$ cat src/rtl/bp_fpga_host_mmio_packer_if.sv
// Request/response, host FIFO and status signals of the MMIO packer, named from the engine's side.
interface bp_fpga_host_mmio_packer_if #(
  parameter int addr_width_p      = 64,
  parameter int data_width_p      = 64,
  parameter int fifo_data_width_p = 32
);
  logic                         req_v_i;
  logic [addr_width_p-1:0]      req_addr_i;
  logic [data_width_p-1:0]      req_data_i;
  logic                         req_w_i;
  logic [2:0]                   req_size_i;
  logic                         req_yumi_o;
  logic                         resp_v_o;
  logic                         resp_w_o;
  logic [data_width_p-1:0]      resp_data_o;
  logic                         resp_ready_and_i;
  logic                         mmio_v_o;
  logic [fifo_data_width_p-1:0] mmio_data_o;
  logic                         mmio_yumi_i;
  logic [fifo_data_width_p-1:0] mmio_count_o;
  logic                         mmio_v_i;
  logic [fifo_data_width_p-1:0] mmio_data_i;
  logic                         mmio_ready_and_o;
  logic                         error_o;

  modport slave (
    input  req_v_i, req_addr_i, req_data_i, req_w_i, req_size_i, resp_ready_and_i,
           mmio_yumi_i, mmio_v_i, mmio_data_i,
    output req_yumi_o, resp_v_o, resp_w_o, resp_data_o, mmio_v_o, mmio_data_o,
           mmio_count_o, mmio_ready_and_o, error_o
  );

  modport master (
    output req_v_i, req_addr_i, req_data_i, req_w_i, req_size_i, resp_ready_and_i,
           mmio_yumi_i, mmio_v_i, mmio_data_i,
    input  req_yumi_o, resp_v_o, resp_w_o, resp_data_o, mmio_v_o, mmio_data_o,
           mmio_count_o, mmio_ready_and_o, error_o
  );
endinterface

$ cat src/rtl/bp_fpga_host_mmio_packer.sv
// Serializes BP I/O requests into host FIFO words (header, address, data) and
// rebuilds read/ack responses from host words.
module bp_fpga_host_mmio_packer #(
  parameter int addr_width_p      = 64,
  parameter int data_width_p      = 64,
  parameter int fifo_data_width_p = 32,
  parameter int mmio_els_p        = 64,
  parameter int write_ack_p       = 0
) (
  input logic                     s_axi_aclk,
  input logic                     s_axi_aresetn,
  bp_fpga_host_mmio_packer_if.slave io
);
  localparam int F    = fifo_data_width_p;
  localparam int B    = $clog2(data_width_p/8);
  localparam int A    = addr_width_p/F;
  localparam int DMAX = data_width_p/F;
  localparam int CW   = $clog2((A > DMAX) ? A : DMAX) + 1;
  localparam int PW   = (mmio_els_p > 1) ? $clog2(mmio_els_p) : 1;
  localparam int NW   = $clog2(mmio_els_p+1);

  typedef enum logic [2:0] {e_header, e_addr, e_data, e_read, e_wack, e_resp} state_e;

  state_e                  state_q, state_d;
  logic [CW-1:0]           cnt_q, cnt_d;
  logic [2:0]              size_q;
  logic                    w_q, err_q, rdy_q;
  logic [data_width_p-1:0] rdata_q;

  logic [F-1:0]  rq_mem [mmio_els_p];
  logic [PW-1:0] rq_wptr_q, rq_rptr_q;
  logic [NW-1:0] rq_cnt_q;
  logic [F-1:0]  rs_mem [mmio_els_p];
  logic [PW-1:0] rs_wptr_q, rs_rptr_q;
  logic [NW-1:0] rs_cnt_q;

  logic                    emit, enq, rq_deq, rq_space, rs_push, pop;
  logic [F-1:0]            rq_word, hdr, rs_head;
  logic [2:0]              size_eff;
  logic [CW-1:0]           dw;
  logic [data_width_p-1:0] mask, payload, repl;

  function automatic logic [CW-1:0] data_words(input logic [2:0] s);
    int bits;
    bits = 8 << s;
    return (bits <= F) ? CW'(1) : CW'(bits / F);
  endfunction

  function automatic logic [PW-1:0] next_ptr(input logic [PW-1:0] p);
    return (p == PW'(mmio_els_p-1)) ? '0 : p + PW'(1);
  endfunction

  assign size_eff = (io.req_size_i > 3'(B)) ? 3'(B) : io.req_size_i;
  assign dw       = data_words(size_q);
  // A full request FIFO still accepts a word in the cycle the host dequeues one.
  assign rq_deq   = io.mmio_yumi_i && (rq_cnt_q != '0);
  assign rq_space = (rq_cnt_q != NW'(mmio_els_p)) || io.mmio_yumi_i;
  assign rs_push  = io.mmio_v_i && io.mmio_ready_and_o;
  assign rs_head  = rs_mem[rs_rptr_q];
  assign pop      = ((state_q == e_read) || (state_q == e_wack)) && (rs_cnt_q != '0);

  assign io.mmio_v_o         = (rq_cnt_q != '0);
  assign io.mmio_data_o      = rq_mem[rq_rptr_q];
  assign io.mmio_count_o     = F'(rq_cnt_q);
  assign io.mmio_ready_and_o = rdy_q && (rs_cnt_q != NW'(mmio_els_p));
  assign io.error_o          = err_q;

  always_ff @(posedge s_axi_aclk) begin
    if (!s_axi_aresetn) begin
      state_q <= e_header;
      cnt_q   <= '0;
    end else begin
      state_q <= state_d;
      cnt_q   <= cnt_d;
    end
  end

  always_comb begin
    state_d = state_q;
    cnt_d   = cnt_q;
    unique case (state_q)
      e_header: if (enq) begin state_d = e_addr; cnt_d = '0; end
      e_addr: if (enq) begin
        if (cnt_q == CW'(A-1)) begin
          cnt_d   = '0;
          state_d = w_q ? e_data : e_read;
        end else cnt_d = cnt_q + CW'(1);
      end
      e_data: if (enq) begin
        if (cnt_q == dw - CW'(1)) begin
          cnt_d   = '0;
          state_d = (write_ack_p != 0) ? e_wack : e_resp;
        end else cnt_d = cnt_q + CW'(1);
      end
      e_read: if (pop) begin
        if (cnt_q == dw - CW'(1)) begin
          cnt_d   = '0;
          state_d = e_resp;
        end else cnt_d = cnt_q + CW'(1);
      end
      e_wack: if (pop) state_d = e_resp;
      e_resp: if (io.resp_ready_and_i) state_d = e_header;
      default: state_d = e_header;
    endcase
  end

  always_comb begin
    hdr             = '0;
    hdr[F-1]        = io.req_w_i;
    hdr[F-2 -: 3]   = size_eff;
    mask            = ~({data_width_p{1'b1}} << (32'd8 << size_q));
    payload         = (io.req_data_i >> {io.req_addr_i[B-1:0], 3'b000}) & mask;
    emit            = 1'b0;
    rq_word         = hdr;
    unique case (state_q)
      e_header: emit = io.req_v_i;
      e_addr:   begin emit = 1'b1; rq_word = io.req_addr_i[int'(cnt_q)*F +: F]; end
      e_data:   begin emit = 1'b1; rq_word = payload[int'(cnt_q)*F +: F]; end
      default:  emit = 1'b0;
    endcase
    enq             = emit && rq_space;
    io.req_yumi_o   = enq && (((state_q == e_addr) && (cnt_q == CW'(A-1)) && !w_q)
                           || ((state_q == e_data) && (cnt_q == dw - CW'(1))));
    // Read data: the low 8<<size bits repeat across the whole bus.
    for (int i = 0; i < data_width_p/8; i++)
      repl[i*8 +: 8] = rdata_q[(i & ((1 << size_q) - 1))*8 +: 8];
    io.resp_v_o     = (state_q == e_resp);
    io.resp_w_o     = w_q;
    io.resp_data_o  = w_q ? '0 : repl;
  end

  always_ff @(posedge s_axi_aclk) begin
    if (!s_axi_aresetn) begin
      rq_wptr_q <= '0;
      rq_rptr_q <= '0;
      rq_cnt_q  <= '0;
      rs_wptr_q <= '0;
      rs_rptr_q <= '0;
      rs_cnt_q  <= '0;
      err_q     <= 1'b0;
      rdy_q     <= 1'b0;
    end else begin
      rdy_q <= 1'b1;
      if (enq)    rq_wptr_q <= next_ptr(rq_wptr_q);
      if (rq_deq) rq_rptr_q <= next_ptr(rq_rptr_q);
      if (enq && !rq_deq)      rq_cnt_q <= rq_cnt_q + NW'(1);
      else if (!enq && rq_deq) rq_cnt_q <= rq_cnt_q - NW'(1);
      if (rs_push) rs_wptr_q <= next_ptr(rs_wptr_q);
      if (pop)     rs_rptr_q <= next_ptr(rs_rptr_q);
      if (rs_push && !pop)      rs_cnt_q <= rs_cnt_q + NW'(1);
      else if (!rs_push && pop) rs_cnt_q <= rs_cnt_q - NW'(1);
      if (enq && (state_q == e_header) && (io.req_size_i > 3'(B))) err_q <= 1'b1;
    end
  end

  always_ff @(posedge s_axi_aclk) begin
    if (enq)     rq_mem[rq_wptr_q] <= rq_word;
    if (rs_push) rs_mem[rs_wptr_q] <= io.mmio_data_i;
    if (enq && (state_q == e_header)) begin
      size_q <= size_eff;
      w_q    <= io.req_w_i;
    end
    if (pop && (state_q == e_read)) rdata_q[int'(cnt_q)*F +: F] <= rs_head;
  end
endmodule

$ cat src/flat_wrapper.sv
// flat-port wrapper written by rule: the top's interface ports become plain ports
module bp_fpga_host_mmio_packer_flat 
#(
  parameter int addr_width_p      = 64,
  parameter int data_width_p      = 64,
  parameter int fifo_data_width_p = 32,
  parameter int mmio_els_p        = 64,
  parameter int write_ack_p       = 0
)
  (s_axi_aclk, s_axi_aresetn, io_req_v_i, io_req_addr_i, io_req_data_i, io_req_w_i, io_req_size_i, io_resp_ready_and_i, io_mmio_yumi_i, io_mmio_v_i, io_mmio_data_i, io_req_yumi_o, io_resp_v_o, io_resp_w_o, io_resp_data_o, io_mmio_v_o, io_mmio_data_o, io_mmio_count_o, io_mmio_ready_and_o, io_error_o);
  bp_fpga_host_mmio_packer_if #(.addr_width_p(addr_width_p), .data_width_p(data_width_p), .fifo_data_width_p(fifo_data_width_p)) io_i ();
  input logic s_axi_aclk;
  input logic s_axi_aresetn;
  input wire logic [$bits(io_i.req_v_i)-1:0] io_req_v_i;
  input wire logic [$bits(io_i.req_addr_i)-1:0] io_req_addr_i;
  input wire logic [$bits(io_i.req_data_i)-1:0] io_req_data_i;
  input wire logic [$bits(io_i.req_w_i)-1:0] io_req_w_i;
  input wire logic [$bits(io_i.req_size_i)-1:0] io_req_size_i;
  input wire logic [$bits(io_i.resp_ready_and_i)-1:0] io_resp_ready_and_i;
  input wire logic [$bits(io_i.mmio_yumi_i)-1:0] io_mmio_yumi_i;
  input wire logic [$bits(io_i.mmio_v_i)-1:0] io_mmio_v_i;
  input wire logic [$bits(io_i.mmio_data_i)-1:0] io_mmio_data_i;
  output wire logic [$bits(io_i.req_yumi_o)-1:0] io_req_yumi_o;
  output wire logic [$bits(io_i.resp_v_o)-1:0] io_resp_v_o;
  output wire logic [$bits(io_i.resp_w_o)-1:0] io_resp_w_o;
  output wire logic [$bits(io_i.resp_data_o)-1:0] io_resp_data_o;
  output wire logic [$bits(io_i.mmio_v_o)-1:0] io_mmio_v_o;
  output wire logic [$bits(io_i.mmio_data_o)-1:0] io_mmio_data_o;
  output wire logic [$bits(io_i.mmio_count_o)-1:0] io_mmio_count_o;
  output wire logic [$bits(io_i.mmio_ready_and_o)-1:0] io_mmio_ready_and_o;
  output wire logic [$bits(io_i.error_o)-1:0] io_error_o;
  assign io_i.req_v_i = io_req_v_i;
  assign io_i.req_addr_i = io_req_addr_i;
  assign io_i.req_data_i = io_req_data_i;
  assign io_i.req_w_i = io_req_w_i;
  assign io_i.req_size_i = io_req_size_i;
  assign io_i.resp_ready_and_i = io_resp_ready_and_i;
  assign io_i.mmio_yumi_i = io_mmio_yumi_i;
  assign io_i.mmio_v_i = io_mmio_v_i;
  assign io_i.mmio_data_i = io_mmio_data_i;
  assign io_req_yumi_o = io_i.req_yumi_o;
  assign io_resp_v_o = io_i.resp_v_o;
  assign io_resp_w_o = io_i.resp_w_o;
  assign io_resp_data_o = io_i.resp_data_o;
  assign io_mmio_v_o = io_i.mmio_v_o;
  assign io_mmio_data_o = io_i.mmio_data_o;
  assign io_mmio_count_o = io_i.mmio_count_o;
  assign io_mmio_ready_and_o = io_i.mmio_ready_and_o;
  assign io_error_o = io_i.error_o;
  bp_fpga_host_mmio_packer #(.addr_width_p(addr_width_p), .data_width_p(data_width_p), .fifo_data_width_p(fifo_data_width_p), .mmio_els_p(mmio_els_p), .write_ack_p(write_ack_p)) u_core (.s_axi_aclk(s_axi_aclk), .s_axi_aresetn(s_axi_aresetn), .io(io_i));
endmodule
$ cat config.mk
export PLATFORM = sky130hd
export DESIGN_NAME = bp_fpga_host_mmio_packer_flat
export DESIGN_NICKNAME = d
export VERILOG_FILES = /design/src/rtl/bp_fpga_host_mmio_packer_if.sv /design/src/rtl/bp_fpga_host_mmio_packer.sv /design/src/flat_wrapper.sv
export SDC_FILE = /design/constraint.sdc
export NUM_CORES = 2
export LEC_CHECK = 0
export CORE_UTILIZATION = 64
export CTS_BUF_LIST = sky130_fd_sc_hd__clkbuf_8
export DETAILED_ROUTE_END_ITERATION = 6
export PLACE_DENSITY = 0.81
export SETUP_SLACK_MARGIN = 0.4
export SLEW_MARGIN = 10
export SYNTH_ARGS = -nofsm -noshare
export SYNTH_HDL_FRONTEND = slang
export SYNTH_SLANG_ARGS = --single-unit
$ cat constraint.sdc
create_clock -name s_axi_aclk -period 6.5 [get_ports s_axi_aclk]
set_input_delay 0.65 -clock s_axi_aclk [delete_from_list [all_inputs] [get_ports s_axi_aclk]]
set_output_delay 0.65 -clock s_axi_aclk [all_outputs]
set_load 0.02 [all_outputs]
==> reports/metrics.cfg <==
[outcome]
status=completed

[detailed_routing]
routed_via_density=7.02
routed_wl_mm=429
dr.pass1.iters=5
wire_per_inst_um=36.2
vias=83000
drc=0
drt-initial-drc-count=11300
ant_nets=0

[sta]
relSlewSlack=0.0986
period_needed_ns=5.62
slew_viol_final=0
fin_tns_setup_ns=0
fmax_mhz=178
finalHoldViolCount=0
clock_skew_ns=0.0579
fin_crit_sh=0.865
worst_pin_slew_ns=1.35
rsz0062_at_grt=no
setup_violations=0

[pwr]
p_leak_nw=57.1
power.density_nw_per_um2=322
combPwrFrac=0.147
vdd_drop_max_mv=0.298
clock_power_share=0.326
switchingPower_mw=15.4
sequentialPowerShare=0.527
p_sw_frac=0.257
p_int_mw=44.3

[global_route]
grt_overflow_total=0
grt_max_degree=106
track_usage=0.333
grt_pass1_vias=85100
antenna_found_initial=21
grt_pass1_wl_mm=603

[floorplan]
dieArea_sq_um=260000
die_w_um=510
num_rows=186
core-area_sq_um=257000
io_pins=304
die_h_um=510
initial_core_util=0.643

[clock_tree]
clk_pin_slew_ns=0.06
cts_hold_buf=0
clock-sinks=4221
clk_path_buf_depth=4
postCtsSetupBuffers=0
clk_latency_ns=1.07
cts_buffers=625
ctsResizeCount=0
h-tree-depth=6
root_buffer=clkbuf_8
tritoncts=built

[placement]
placed_area_sq_um=174000
io_buffers=278
place_hpwl_mm=254
gp_congestion=0.896

[setup_path]
crit_buf_inv=3
cp.required_ns=5.85
end_kind=output port
slowest_stage=dfxtp_4
worstPathMaxFanout=53
crit_type=reg2out
cpPeakStageDelay_ns=0.85
cp.arrival_ns=4.97
cp_top_family=buffers and inverters
cp_cell_sequence=buf_12 -> buf_12 -> mux4_2 -> mux4_2 -> a22oi_1 -> nand2_1 -> clkdlybuf4s50_1
startpoint_type=register

[synth]
synth_flop_cell=edfxtp_1
ys_ff_latch=4221
synth_edf_count=4164
syn_inst=7198
avgSynthCellArea_sq_um=22.9
async_flop_share=0
netlist_area_sq_um=165000
yosys.cell_types.count=70
ys_seq_area_frac=0.764
synth_warnings=0

[finish]
drive_gt1_frac=0.298
syn_to_final_growth_pct=12.1
fillers=13400
nets=8152
final_area_sq_um=185000

[run]
cap_violations=0

[min_path]
hold_class=in2reg

==> metal layers <==
metal / GRT usage / vias to the layer above / share of wire
met2: 0.547 / 6220 / 0.50
met3: 0.0677 / 1158 / 0.10
met1: 0.409 / 43200 / 0.33
li1: - / 32400 / -
met4: 0.214 / 18 / 0.070
met5: 0 / - / 0.00027
==> cells in the mapped netlist (31+ instances only) <==
library cell  number  share of area
a211oi_1          52         0.0024
a21oi_1           39         0.0012
a221oi_1          32         0.0017
a22oi_1           44         0.0020
buf_1             62         0.0014
buf_2            117         0.0035
buf_4             48         0.0022
clkbuf_1         199         0.0045
dfxtp_1           57         0.0069
edfxtp_1        4164           0.76
mux2_2            31         0.0021
mux2i_1          265          0.016
mux4_2          1247           0.17
nand2_1           83         0.0019
nor2_1           262         0.0060
o22ai_1          107         0.0041
==> worst paths after layout <==
check | from | endpoint | slack, ns | cells after the start
setup / recovery | register | io_mmio_data_o[29] | 0.88 | 7
hold reg to reg | u_core.rq_cnt_q[6]$_SDFFE_PN0P_ | u_core.rq_cnt_q[6]$_SDFFE_PN0P_ | 0.51 | 2
setup reg to reg | u_core.state_q[0]$_SDFFE_PN0P_ | u_core.rq_mem[54][9]$_DFFE_PP_ | 1.60 | 6
hold / removal | io_req_w_i | u_core.io.resp_w_o$_DFFE_PP_ | 0.21 | 1
==> layout make-up <==
class | instances | area, sq um | share of cell area
tap | 3384 | 4230 | 0.0229
inverter | 30 | 113 | 0.000608
sequential | 4221 | 126000 | 0.682
timing repair buffer | 542 | 5130 | 0.0277
antenna | 16 | 40.0 | 0.000216
multi-input combinational | 2538 | 38300 | 0.207
clock buffer | 652 | 8970 | 0.0485
clock inverter | 446 | 2120 | 0.0115
==> layout by cell type (no fill, tap or decap), drive strengths merged, types with 28 or more instances in the layout <==
cell           Yosys  layout
edfxtp          4164    4164
mux4            1247    1247
clkbuf           199     652
buf              235     298
mux2i            265     265
nor2             262     262
clkdlybuf4s50      0     244
inv               29     244
clkinv             1     207
o22ai            107     107
nand2             83      83
dfxtp             57      57
a211oi            52      52
a22oi             44      44
a21oi             39      39
a221oi            32      32
mux2              31      31
nor2b             28      28
==> through the flow <==
stage | hold WS [ns] | std cells | worst slack [ns] | utilization | power [mW]
after floorplan | 0.475 | 7223 | 0.943 | - | 37.2
after global placement | 0.484 | 10700 | 1.15 | 0.677 | 40.4
after detailed placement | 0.502 | 10700 | 1.09 | 0.677 | 40.7
after CTS | 0.141 | 11800 | 0.606 | 0.721 | 59.7
after global routing | 0.205 | 11800 | 0.712 | 0.721 | 61.3
final | 0.214 | 11800 | 0.876 | 0.721 | 59.6
==> state kept, by name (all words and copies together), names as in the netlist, named ones only <==
name and flops:
u_core.io.error_o 1, u_core.rs_mem 2048, u_core.size_q 3, u_core.state_q 3, u_core.rs_wptr_q 6, u_core.rs_rptr_q 6, u_core.io.resp_w_o 1, u_core.rq_rptr_q 6
u_core.rq_cnt_q 7, u_core.rdy_q 1, u_core.cnt_q 2, u_core.rdata_q 64, u_core.rq_wptr_q 6, u_core.rs_cnt_q 7, u_core.rq_mem 2048
==> power by group through the flow <==
stage	combinational, mW	sequential [mW]	clock (mW)
4_1_cts	8.71	31.4	19.6
5_1_grt	9.10	31.4	20.7
3_5_place_dp	8.69	32.0	0
6_report	8.76	31.4	19.5
3_3_place_gp	8.42	32.0	0
2_1_floorplan	5.26	31.9	0
==> cell families after synthesis <==
family	synth area share
AO/OA/AOI/OAI	0.0168
other	0.0000227
AND/OR/NAND/NOR	0.0147
buffers and inverters	0.0129
XOR/XNOR	0.00122
adder cells (fa/ha/maj)	0.00191
multiplexers	0.188
flip-flops	0.764
(Power assumes the default switching activity.)
